**src/rtl/sample_merge.sv**
```systemverilog
// Merges low/high byte pairs into signed 16-bit samples and queues them for the FIR.
// Sample visible one cycle after its high byte; no input backpressure, drops on full FIFO or high-byte timeout.
module sample_merge #(
    parameter int WIDTH   = 16,
    parameter int DEPTH   = 4,
    parameter int TIMEOUT = 255
) (
    input  logic                     clk,
    input  logic                     rst_n,
    input  logic [7:0]               byte_i,
    input  logic                     byte_valid_i,
    input  logic                     resync_i,
    input  logic                     start_i,
    output logic signed [WIDTH-1:0]  data_o,
    output logic                     merge_finished_o,
    output logic [$clog2(DEPTH):0]   fill_o,
    output logic                     overflow_o,
    output logic                     underrun_o,
    output logic                     timeout_o,
    output logic [7:0]               drop_cnt_o
);
    localparam int AW = $clog2(DEPTH);
    localparam int CW = $clog2(TIMEOUT + 1);

    typedef enum logic {LOW = 1'b0, HIGH = 1'b1} state_t;

    state_t           r_state, w_state_nxt;
    logic [7:0]       r_lo;
    logic [CW-1:0]    r_cnt, w_cnt_nxt;
    logic             w_lo_load, w_push, w_tmo;

    logic [WIDTH-1:0] r_mem [DEPTH];
    logic [AW-1:0]    r_wr_ptr, r_rd_ptr;
    logic [AW:0]      r_fill;
    logic             w_pop, w_accept, w_ovf, w_drop;
    logic             r_ovf, r_und, r_tmo;
    logic [7:0]       r_drop;

    always_ff @(posedge clk or negedge rst_n) begin
        if (!rst_n) begin
            r_state <= LOW;
            r_cnt   <= '0;
            r_lo    <= '0;
        end else begin
            r_state <= w_state_nxt;
            r_cnt   <= w_cnt_nxt;
            if (w_lo_load) r_lo <= byte_i;
        end
    end

    // The timeout fires on the TIMEOUT-th idle edge after the low byte, so compare against TIMEOUT-1.
    always_comb begin
        w_state_nxt = r_state;
        w_cnt_nxt   = r_cnt;
        w_lo_load   = 1'b0;
        w_push      = 1'b0;
        w_tmo       = 1'b0;
        if (resync_i) begin
            w_state_nxt = LOW;
            w_cnt_nxt   = '0;
        end else begin
            case (r_state)
                LOW: begin
                    if (byte_valid_i) begin
                        w_lo_load   = 1'b1;
                        w_cnt_nxt   = '0;
                        w_state_nxt = HIGH;
                    end
                end
                HIGH: begin
                    if (byte_valid_i) begin
                        w_push      = 1'b1;
                        w_state_nxt = LOW;
                    end else if (r_cnt == CW'(TIMEOUT - 1)) begin
                        w_tmo       = 1'b1;
                        w_cnt_nxt   = '0;
                        w_state_nxt = LOW;
                    end else begin
                        w_cnt_nxt = r_cnt + CW'(1);
                    end
                end
                default: w_state_nxt = LOW;
            endcase
        end
    end

    assign merge_finished_o = (r_fill != '0);
    assign w_pop    = start_i && merge_finished_o;
    assign w_accept = w_push && ((r_fill != (AW+1)'(DEPTH)) || w_pop);
    assign w_ovf    = w_push && !w_accept;
    assign w_drop   = w_ovf || w_tmo;

    always_ff @(posedge clk) begin
        if (w_accept) r_mem[r_wr_ptr] <= {byte_i, r_lo};
    end

    always_ff @(posedge clk or negedge rst_n) begin
        if (!rst_n) begin
            r_wr_ptr <= '0;
            r_rd_ptr <= '0;
            r_fill   <= '0;
            r_ovf    <= 1'b0;
            r_und    <= 1'b0;
            r_tmo    <= 1'b0;
            r_drop   <= '0;
        end else begin
            if (w_accept) r_wr_ptr <= r_wr_ptr + AW'(1);
            if (w_pop)    r_rd_ptr <= r_rd_ptr + AW'(1);
            r_fill <= r_fill + (AW+1)'(w_accept) - (AW+1)'(w_pop);
            r_ovf  <= w_ovf;
            r_und  <= start_i && !merge_finished_o;
            r_tmo  <= w_tmo;
            if (w_drop && (r_drop != 8'hFF)) r_drop <= r_drop + 8'd1;
        end
    end

    assign data_o     = merge_finished_o ? r_mem[r_rd_ptr] : '0;
    assign fill_o     = r_fill;
    assign overflow_o = r_ovf;
    assign underrun_o = r_und;
    assign timeout_o  = r_tmo;
    assign drop_cnt_o = r_drop;
endmodule
```
**config.mk**
```make
export PLATFORM = sky130hd
export DESIGN_NAME = sample_merge
export DESIGN_NICKNAME = d
export VERILOG_FILES = /design/src/rtl/sample_merge.sv
export SDC_FILE = /design/constraint.sdc
export NUM_CORES = 1
export LEC_CHECK = 0
export BUFFER_PORTS_ARGS = -buffer_cell sky130_fd_sc_hd__clkbuf_2
export CORE_ASPECT_RATIO = 1.75
export CORE_MARGIN = 5
export CORE_UTILIZATION = 50
export DETAILED_ROUTE_END_ITERATION = 16
export PLACE_DENSITY_LB_ADDON = 0.2
export SETUP_SLACK_MARGIN = 0.02
export SYNTH_ARGS = -nofsm -noshare
export SYNTH_HDL_FRONTEND = slang
export SYNTH_SLANG_ARGS = --single-unit
```
**constraint.sdc**
```tcl
create_clock -name clk -period 5.34 [get_ports clk]
set_clock_uncertainty 0.15 [all_clocks]
set_input_delay 1.068 -clock clk [delete_from_list [all_inputs] [get_ports clk]]
set_output_delay 1.068 -clock clk [all_outputs]
set_load 0.02 [all_outputs]
```
==> flow_summary.ini <==
[cts]
worstSkewPairLatency_ps = 340
cts_resized = 0
holdBufCountCts = 0
numClockSinks = 99
clk_pin_slew_ps = 70
h-tree-depth = 3
cts_tree = yes
clock_path_buffers = 2
postCtsSetupBuffers = 0
clock-root-buffer = clkbuf_16
cts_buffers = 9

[worst_setup_path]
r2r-end = fill_o[2]
crit_type = register to output port
critPathCapture = data_o[5]
arrival_ps = 2230
cpPeakStageDelay_ps = 700
cp_slowest_cell = dfrtp_1
start_kind = register
path_cells = buf_4 > mux4_2 > and2_1 > clkbuf_2
end_kind = output port
reg2reg_slack_ps = 2480
crit_start = r_rd_ptr[0]
worstPathMaxFanout = 10
rr_worst_depth = 8
rr_startpoint = fill_o[1]
crit_required_ps = 4120

[drt]
drt-total-wl_um = 7080
first_iter_violations = 132
num_vias = 2248
first_pass_iters = 4
wire_per_inst_um = 17.7
drc_errors = 0
via_per_inst = 5.61
final_antenna_net_count = 0

[synthesis]
netlist_area_um2 = 4150
synth_top_area_share_pct = 46.3
synth_seq_cells = 99
syn-num-nets = 279
synth_area_leaders = edfxtp_1 46%, dfrtp_1 21%, mux4_2 8.7%
yosysWarnings = 0
synthCells = 256
seq_area_frac_synth_pct = 67.4
netlist-cell-type-count = 42
synth_top_cell_by_area = edfxtp_1
syn_avg_cell_area_um2 = 16.2

[sta]
slew_headroom_pct = 34.0
slew_viol_final = 0
fin_crit_sh_pct = 64.5
hold_viol_final = 0
setup_viol = 0
tns_ps = 0
fin_crit_ps = 3440
rsz0062_at_grt = false
worstMarginPinSlew_ps = 986
clock.fmax_mhz = 290

[run_status]
status = complete, no violations

[cells_and_area]
layout_commonest_cell = edfxtp_1
antenna_cells = 0
nets = 327
multi_input_area_um2 = 1280
ff_latch_area_um2 = 2800
area_growth_pct = 14.7
drive_gt1_share_pct = 31.1
fill_cells = 641
mostFrequentLayoutCells = 64 x edfxtp_1, 43 x clkbuf_2, 35 x dfrtp_1

[place]
hpwlAfterDp_um = 4700
gp_congestion = 0.834
io_buffers = 43

[global_routing]
grt_start_max_net_pins = 36
grtUsageTotal_pct = 15.3
grt_pass1_wl_um = 11500
first_global_vias = 2282
grt_overflow = 0
antenna_found_initial = 0

[power_and_ir_drop]
report.power.total_mw = 2.22
leakage_nw = 1.83
ir_drop_v = 0.000190
p_per_area_nw_per_um2 = 466

[floorplan]
die_height_um = 131
dieArea_um2 = 10300
core-area_um2 = 8200
die_x_um = 78.9
initial_core_util_pct = 50.6
rows = 44
ios = 44

[worst_hold_path]
hold_path.class = register to register

[job]
cap_violations = 0
logic make-up after synthesis:
logic type               share of synthesized area, %
multiplexers                                     11.9
XOR/XNOR                                         2.11
AO/OA/AOI/OAI                                    3.11
buffers and inverters                            1.81
AND/OR/NAND/NOR                                  10.4
flip-flops                                       67.4
adder cells (fa/ha/maj)                          3.20
routing by layer:
metal,part of all wire [%],global-route usage (%),vias to the layer above
li1,-,-,1054
met5,0,0,-
met1,39,18.3,1132
met4,1.5,6.98,0
met2,55,26.6,55
met3,4.1,3.09,7
cells in the mapped netlist:
cell,number
and4b_1,1
nor2_1,6
buf_2,3
and3_1,2
nor3b_2,1
nand3_1,5
clkbuf_1,2
buf_4,1
nor3_2,1
mux4_2,16
a31oi_1,3
dfrtp_1,35
or3_2,1
nor4_1,1
o21ai_0,4
a41oi_4,1
nor2b_1,2
buf_1,1
or3b_1,1
nor4b_2,1
xor2_1,6
or2b_1,1
or3_1,2
o31ai_1,1
a22oi_2,1
and4_2,1
nand2b_1,3
fa_1,1
a2bb2oi_1,1
and2_1,22
nand2_1,13
inv_1,11
or2_2,1
ha_1,9
o21ai_1,1
o311ai_0,1
nand4_1,3
a21oi_1,4
edfxtp_1,64
mux2_2,12
nor3_1,6
xnor2_1,4
layout make-up:
cell class / count / area share [%]
Sequential cell: 99 / 58.8
Timing Repair Buffer: 44 / 4.68
Clock inverter: 7 / 1.71
Multi-Input combinational cell: 139 / 26.8
Clock buffer: 9 / 4.73
Inverter: 11 / 0.867
Tap cell: 92 / 2.42
metrics by stage:
step / cell area, um2 / util [%] / setup slack (ps) / hold slack (ps) / instances
floorplan: 4150 / - / 2230 / 314 / 256
global placement: 4450 / 54.3 / 1930 / 338 / 385
detailed placement: 4450 / 54.3 / 1880 / 346 / 385
CTS: 4760 / 58.0 / 1800 / 361 / 401
global route: 4760 / 58.0 / 1700 / 394 / 401
finish: 4760 / 58.0 / 1900 / 356 / 401
how the worst min path moves through the flow:
stage / startpoint / endpoint / slack [ps] / depth (start not counted)
3_5_place_dp: r_lo[5] / r_mem[3][5] / 350 / 0
5_1_grt: r_lo[7] / r_mem[1][7] / 390 / 0
6_report: r_lo[5] / r_mem[3][5] / 360 / 0
4_1_cts: r_lo[5] / r_mem[3][5] / 360 / 0
3_3_place_gp: r_lo[2] / r_mem[1][2] / 340 / 0
2_1_floorplan: r_cnt[5] / r_cnt[5] / 310 / 1
sequential cells by signal, summed over array words and instances (netlist names):
signal,count
r_mem,64
drop_cnt_o,8
r_cnt,8
r_lo,8
fill_o,3
r_rd_ptr,2
r_wr_ptr,2
overflow_o,1
r_state,1
timeout_o,1
underrun_o,1
worst max-delay path, delay by kind of cell, from the launching register on:
kind	cells	cell delay, ps
flip-flops	1	700
buffers and inverters	2	480
multiplexers	1	540
AND/OR/NAND/NOR	1	170
power by group:
| group | internal [mW] | switching, mW | leakage [nW] |
|---|---|---|---|
| Clock | 0.370 | 0.280 | 0.147 |
| Combinational | 0.276 | 0.303 | 0.655 |
| Sequential | 0.891 | 0.0965 | 1.03 |
(Power assumes the default switching activity.)
